[src/rtl/spi_master_pro.sv]
// Parametrised single-clock SPI master: SCLK is a registered toggle driven by a
// divider tick, with runtime bit length, bit order, CPOL/CPHA and optional CS hold.
module spi_master_pro #(
    parameter int DATA_WIDTH      = 32,
    parameter int SLAVE_COUNT     = 8,
    parameter int SLAVE_ADDRS_LEN = 3,
    parameter int DIV_WIDTH       = 8,
    parameter int LEN_WIDTH       = $clog2(DATA_WIDTH)
) (
    input  logic                       clk,
    input  logic                       rst,
    input  logic                       start_trans,
    output logic                       busy,
    output logic                       done,
    output logic                       MOSI,
    input  logic                       MISO,
    output logic                       SPI_SCLK,
    output logic [SLAVE_COUNT-1:0]     CS,
    input  logic [DATA_WIDTH-1:0]      tx_data,
    output logic [DATA_WIDTH-1:0]      rx_data,
    input  logic [SLAVE_ADDRS_LEN-1:0] chipADDRS,
    input  logic [LEN_WIDTH-1:0]       transaction_length,
    input  logic [DIV_WIDTH-1:0]       division_ratio,
    input  logic                       CPOL,
    input  logic                       CPHA,
    input  logic                       lsb_first,
    input  logic                       hold_cs,
    input  logic                       cs_release,
    input  logic                       default_val
);

    localparam int CNT_W = LEN_WIDTH + 2;
    localparam logic [SLAVE_COUNT-1:0] CS_OFF = {SLAVE_COUNT{1'b1}};

    typedef enum logic [2:0] {S_IDLE, S_SETUP, S_XFER, S_HOLD, S_DONE} state_t;

    state_t state_reg, state_next;

    logic [DATA_WIDTH-1:0]  tx_reg;
    logic [DATA_WIDTH-1:0]  rx_acc_reg;
    logic [DATA_WIDTH-1:0]  rx_data_reg;
    logic [LEN_WIDTH-1:0]   len_reg;
    logic [DIV_WIDTH-1:0]   div_reg;
    logic [DIV_WIDTH-1:0]   div_cnt_reg;
    logic [CNT_W-1:0]       edge_cnt_reg;
    logic [LEN_WIDTH-1:0]   tx_ptr_reg;
    logic [LEN_WIDTH-1:0]   rx_ptr_reg;
    logic [SLAVE_COUNT-1:0] cs_reg;
    logic                   cpol_reg, cpha_reg, lsb_reg, hold_reg;
    logic                   mosi_reg, sclk_reg;

    logic [SLAVE_COUNT-1:0] cs_target;
    logic [LEN_WIDTH-1:0]   first_ptr;
    logic                   idle, start_accept, tick, edge_fire;
    logic                   odd_edge, last_edge, do_shift, do_sample;

    // Out-of-range addresses match no select, so the transfer runs with all CS high.
    for (genvar gi = 0; gi < SLAVE_COUNT; gi++) begin : g_cs_decode
        assign cs_target[gi] = (chipADDRS != SLAVE_ADDRS_LEN'(gi));
    end

    function automatic logic [LEN_WIDTH-1:0] step_ptr(input logic [LEN_WIDTH-1:0] p,
                                                      input logic lsb);
        return lsb ? p + 1'b1 : p - 1'b1;
    endfunction

    assign idle         = (state_reg == S_IDLE);
    assign start_accept = idle && start_trans;
    assign first_ptr    = lsb_first ? '0 : transaction_length;
    assign tick         = (div_cnt_reg == div_reg);
    assign edge_fire    = tick && ((state_reg == S_SETUP) || (state_reg == S_XFER));
    // edge_cnt_reg holds completed edges, so the pending edge index is edge_cnt_reg+1.
    assign odd_edge     = ~edge_cnt_reg[0];
    assign last_edge    = (edge_cnt_reg == {1'b0, len_reg, 1'b1});
    assign do_sample    = edge_fire && (cpha_reg ? !odd_edge : odd_edge);
    assign do_shift     = edge_fire && (cpha_reg ? odd_edge : (!odd_edge && !last_edge));

    always_ff @(posedge clk or negedge rst) begin
        if (!rst) state_reg <= S_IDLE;
        else      state_reg <= state_next;
    end

    always_comb begin
        state_next = state_reg;
        unique case (state_reg)
            S_IDLE:  if (start_trans)       state_next = S_SETUP;
            S_SETUP: if (tick)              state_next = S_XFER;
            S_XFER:  if (tick && last_edge) state_next = S_HOLD;
            S_HOLD:  if (tick)              state_next = S_DONE;
            S_DONE:                         state_next = S_IDLE;
            default:                        state_next = S_IDLE;
        endcase
    end

    always_ff @(posedge clk or negedge rst) begin
        if (!rst) begin
            tx_reg       <= '0;
            rx_acc_reg   <= '0;
            rx_data_reg  <= '0;
            len_reg      <= '0;
            div_reg      <= '0;
            div_cnt_reg  <= '0;
            edge_cnt_reg <= '0;
            tx_ptr_reg   <= '0;
            rx_ptr_reg   <= '0;
            cs_reg       <= CS_OFF;
            cpol_reg     <= 1'b0;
            cpha_reg     <= 1'b0;
            lsb_reg      <= 1'b0;
            hold_reg     <= 1'b0;
            mosi_reg     <= 1'b0;
            sclk_reg     <= 1'b0;
        end else begin
            if (start_accept) begin
                tx_reg       <= tx_data;
                len_reg      <= transaction_length;
                div_reg      <= division_ratio;
                cpol_reg     <= CPOL;
                cpha_reg     <= CPHA;
                lsb_reg      <= lsb_first;
                hold_reg     <= hold_cs;
                cs_reg       <= cs_target;
                div_cnt_reg  <= '0;
                edge_cnt_reg <= '0;
                sclk_reg     <= CPOL;
                rx_acc_reg   <= '0;
                rx_ptr_reg   <= first_ptr;
                // CPHA=0 presents bit 0 of the stream before the first edge.
                if (CPHA) begin
                    mosi_reg   <= default_val;
                    tx_ptr_reg <= first_ptr;
                end else begin
                    mosi_reg   <= tx_data[first_ptr];
                    tx_ptr_reg <= step_ptr(first_ptr, lsb_first);
                end
            end else begin
                if (idle && cs_release)
                    cs_reg <= CS_OFF;
                if (!idle)
                    div_cnt_reg <= tick ? '0 : div_cnt_reg + 1'b1;
                if (edge_fire) begin
                    sclk_reg     <= ~sclk_reg;
                    edge_cnt_reg <= edge_cnt_reg + 1'b1;
                end
                if (do_shift) begin
                    mosi_reg   <= tx_reg[tx_ptr_reg];
                    tx_ptr_reg <= step_ptr(tx_ptr_reg, lsb_reg);
                end
                if (do_sample) begin
                    rx_acc_reg[rx_ptr_reg] <= MISO;
                    rx_ptr_reg             <= step_ptr(rx_ptr_reg, lsb_reg);
                end
                if (state_reg == S_HOLD && tick)
                    rx_data_reg <= rx_acc_reg;
                // CS stays asserted through the done cycle and releases on return to idle.
                if (state_reg == S_DONE && !hold_reg)
                    cs_reg <= CS_OFF;
            end
        end
    end

    assign busy     = !idle;
    assign done     = (state_reg == S_DONE);
    assign MOSI     = idle ? default_val : mosi_reg;
    assign SPI_SCLK = idle ? CPOL : sclk_reg;
    assign CS       = cs_reg;
    assign rx_data  = rx_data_reg;

endmodule

[config.mk]
export PLATFORM = sky130hd
export DESIGN_NAME = spi_master_pro
export DESIGN_NICKNAME = d
export VERILOG_FILES = /design/src/rtl/spi_master_pro.sv
export SDC_FILE = /design/constraint.sdc
export NUM_CORES = 1
export LEC_CHECK = 0
export CORE_MARGIN = 2
export CORE_UTILIZATION = 47
export DETAILED_ROUTE_END_ITERATION = 8
export MAX_ROUTING_LAYER = met4
export PLACE_DENSITY = 0.77
export SETUP_SLACK_MARGIN = 0.5
export SYNTH_ARGS = -nofsm -noshare
export SYNTH_HDL_FRONTEND = slang
export SYNTH_SLANG_ARGS = --single-unit
[constraint.sdc]
create_clock -name clk -period 1.9 [get_ports clk]
set_input_delay 0.38 -clock clk [delete_from_list [all_inputs] [get_ports clk]]
set_output_delay 0.38 -clock clk [all_outputs]
set_load 0.005 [all_outputs]
==> flow_metrics.py, run 1 <==
metrics = {
    "sta": {
        "max_freq_ghz": 0.498,
        "worstMarginPinSlew_ns": 0.518,
        "rsz0062_at_grt": "yes",
        "skew_ns": 0.00542,
        "fin_crit_sh_pct": 106,
        "finalHoldViolations": 0,
        "setup_viol": 67,
        "min_period_ns": 2.01,
        "slew_headroom_pct": 65.5,
        "tns_ns": -3.14,
        "fin_ws_ns": -0.106,
        "whs_ns": 0.472,
        "slew_viol_final": 0,
    },
    "setup_path": {
        "crit_top_cell": "buf_6",
        "r2r_slack_ns": -0.09,
        "required_ns": 1.52,
        "start_kind": "flip-flop",
        "ff2ff_path_depth": 9,
        "path_cells": "nor3_4 -> inv_2 -> buf_4 -> buf_6 -> buf_6",
        "arrival_ns": 1.63,
        "critical_path_class": "reg2out",
        "end_kind": "primary output",
        "rr_startpoint": "state_reg[1]$_DFFE_PN0P_",
        "crit_path_top_delay_cell": "dfrtp_2",
        "cp_max_fo": 3,
        "reg2reg_to": "rx_acc_reg[9]$_DFFE_PN0P_",
        "cpPeakStageDelay_ns": 0.44,
    },
    "clocking": {
        "clock-sinks": 150,
        "cts_tree": "built",
        "cts-root-buf": "clkbuf_16",
        "cts-htree-levels": 4,
        "clk_latency_ns": 0.43,
        "path_clk_slew_ns": 0.06,
        "cts_made_buffers": 17,
        "cts_buffer_depth": 2,
    },
    "place": {
        "dp_hpwl_mm": 12.6,
        "routabilityCongestion": 0.881,
        "io_buffer_count": 101,
        "dpl.cell_count": 1074,
        "dpl_worst_slack_ns": -0.299,
    },
    "grt": {
        "groute.usage.overall_pct": 28.7,
        "grtUsageMet3_pct": 5.25,
        "use_met2_pct": 48.1,
        "grt_pass1_wl_mm": 36.2,
        "antenna_found_initial": 0,
        "grt_use_met1_pct": 35.2,
        "top_usage_layer": "met2",
        "grt_pass1_vias": 6774,
        "grt.overflow.total": 0,
        "grt_max_degree": 50,
    },
    "logic_synthesis": {
        "syn_area_sq_um": 7480,
        "avgSynthCellArea_sq_um": 10.2,
        "yosys_warnings": 0,
        "synth_flop_cell": "dfrtp_1",
        "synth_top_area_share_pct": 47.5,
        "synthDistinctLibCells": 58,
        "synth_area_leaders": "dfrtp_1 47%, nand2_1 8.0%, mux2_2 5.3%",
        "syn_nets": 799,
        "yosysSeqAreaShare_pct": 50.3,
        "netlist_instances": 730,
        "ys_ff_latch": 150,
        "yosysTopAreaCell": "dfrtp_1",
        "async_reset_ff_share_pct": 100,
        "synth_edf_count": 0,
    },
    "worst_hold_path": {
        "min_from": "division_ratio[3]",
        "hold_end": "div_reg[3]$_DFFE_PN0P_",
        "holdPathStages": 3,
        "hp-class": "in2reg",
    },
    "floorplanning": {
        "io_pins": 102,
        "die_width_microns": 130,
        "die_area_sq_um": 16900,
        "core_area_sq_um": 15700,
        "die_h_microns": 130,
        "floorplan.initialDensity_pct": 47.6,
        "core.rowCount": 46,
    },
    "status": {
        "status": "finished, violations left",
        "violations": "negative setup slack",
    },
    "detailed_routing": {
        "firstDrtPassIters": 7,
        "wl_per_cell_microns": 19.7,
        "wl_mm": 23.1,
        "drtIter0Drc": 821,
        "vias_per_cell": 5.83,
        "ant_nets": 0,
        "drc": 0,
        "num_vias": 6847,
    },
    "cells_and_area": {
        "area_growth_syn_to_layout_pct": 47.9,
        "antennaDiodeCount": 0,
        "nNetsFinal": 1015,
        "fin_util_pct": 70.4,
        "layoutNonFillerInstCount": 1175,
        "drive_above_1_share_pct": 38.3,
    },
    "power_and_ir_drop": {
        "leakagePower_nw": 5.11,
        "ir_drop_v": 0.00101,
        "powerDensity_nw_per_um2": 1500,
    },
    "run": {
        "maxCapViolations": 0,
    },
}
metrics by stage:
stage,power (W),instance area (sq um)
2_1_floorplan,0.00876,7660
3_3_place_gp,0.0105,9250
3_5_place_dp,0.0108,9250
4_1_cts,0.0157,10800
5_1_grt,0.0175,11100
6_report,0.0166,11100
critical path, delay by kind of cell, from the launching register on:
kind | cells | cell delay, ns
buffers and inverters | 4 | 0.48
flip-flops | 1 | 0.44
AND/OR/NAND/NOR | 1 | 0.29
report_power, final:
part           internal, W  leakage, nW  switching [W]
Combinational      0.00379         2.88        0.00372
Sequential         0.00442         1.93       0.000975
Clock              0.00237        0.300        0.00137
Total               0.0106         5.11        0.00607
metal layers:
layer | routed length (microns) | up-vias
li1 | - | 3047
met1 | 9310 | 3380
met2 | 11700 | 345
met3 | 1380 | 75
met4 | 760 | 0
met5 | 0 | -
cell families after synthesis:
kind of cell             count (synthesis)  synth area share, %
AO/OA/AOI/OAI                          151                 14.4
XOR/XNOR                                33                 3.86
adder cells (fa/ha/maj)                 11                 2.04
buffers and inverters                   66                 4.43
flip-flops                             150                 50.3
multiplexers                            57                 8.88
AND/OR/NAND/NOR                        262                 16.1
placed cells by master (no fill, tap or decap), drive strengths merged, types with 5 or more instances in the layout:
cell           synthesis  routed
o221ai                 7       7
o211ai                35      35
o21ai                 29      30
dfrtp                142     142
nand2b                 8       8
nand3                 11      14
nand4                  7       7
and3                   8       8
mux2                  35      35
nand2                160     160
nor2                  34      34
inv                   17      18
a31oi                  6       6
xnor2                 24      24
nor2b                  7       7
bufinv                 0       5
clkdlybuf4s50          0      55
clkbuf                21      40
o31ai                 35      35
xor2                   9       9
ha                     9       9
buf                   28     165
mux2i                 18      18
nor3                   6       6
a21oi                  7       7
dfstp                  8       8
cells in the mapped netlist, drive strengths merged, types with 2 or more instances:
master and number:
xnor2 24, ha 9, nor4 3, o211ai 35
dfrtp 142, xor2 9, o311ai 3, o221ai 7
or3b 2, and4 3, nor3 6, a21oi 7
o21ai 29, inv 17, nor2b 7, nand4 7
nand3b 4, o21a 2, mux4 4, and2 3
a21o 2, buf 28, nor4b 2, o22ai 4
mux2 35, mux2i 18, nand2 160, dfstp 8
or3 2, o32a 4, o31ai 35, nor2 34
and3 8, o2bb2ai 2, nand3 11, a31oi 6
nor3b 2, a311oi 3, a211oi 2, nand2b 8
clkbuf 21, fa 2
what timing repair did:
action | in CTS | in global routing
gates resized for setup | 271 | 63
hold buffers | 1 | 0
setup endpoints to repair | 194 | 181
cloned | 11 | 0
endpoints found under the hold margin | 43 | 0
pin swaps | 52 | 29
buffers inserted | 43 | 14
layout make-up:
type / instances / area, sq um
fillers: 1084 / 4650
multi-input cells: 518 / 3990
flip-flops and latches: 150 / 3770
repair buffers: 242 / 2320
clock buffers: 21 / 450
well taps: 216 / 270
clock inverters: 11 / 198
inverters: 17 / 68.8
worst max path at each step:
stage | startpoint | to | slack [ns]
floorplan | div_cnt_reg[2]$_DFFE_PN0P_ | rx_acc_reg[27]$_DFFE_PN0P_ | 0.13
global placement | transaction_length[0] | mosi_reg$_DFFE_PN0P_ | -0.27
detailed placement | transaction_length[0] | mosi_reg$_DFFE_PN0P_ | -0.30
CTS | state_reg[1]$_DFFE_PN0P_ | MOSI | -0.07
global route | div_reg[3]$_DFFE_PN0P_ | rx_acc_reg[9]$_DFFE_PN0P_ | -0.20
finish | state_reg[2]$_DFFE_PN0P_ | busy | -0.11
Power figures use the tool's default switching activity.
==> run 2: changes to the inputs <==
--- a/config.mk
+++ b/config.mk
@@ -11,6 +11,7 @@
 export MAX_ROUTING_LAYER = met4
 export PLACE_DENSITY = 0.77
 export SETUP_SLACK_MARGIN = 0.5
+export SLEW_MARGIN = 20
 export SYNTH_ARGS = -nofsm -noshare
 export SYNTH_HDL_FRONTEND = slang
 export SYNTH_SLANG_ARGS = --single-unit
==> results of run 2 <==
Final layout, timing and power as in run 1 (identical DEF).
==> run 3: changes to the inputs <==
--- a/config.mk
+++ b/config.mk
@@ -8,6 +8,7 @@
 export CORE_MARGIN = 2
 export CORE_UTILIZATION = 47
 export DETAILED_ROUTE_END_ITERATION = 8
+export GPL_ROUTABILITY_DRIVEN = 0
 export MAX_ROUTING_LAYER = met4
 export PLACE_DENSITY = 0.77
 export SETUP_SLACK_MARGIN = 0.5
==> results of run 3 <==
Final layout, timing and power as in run 1 (identical DEF).
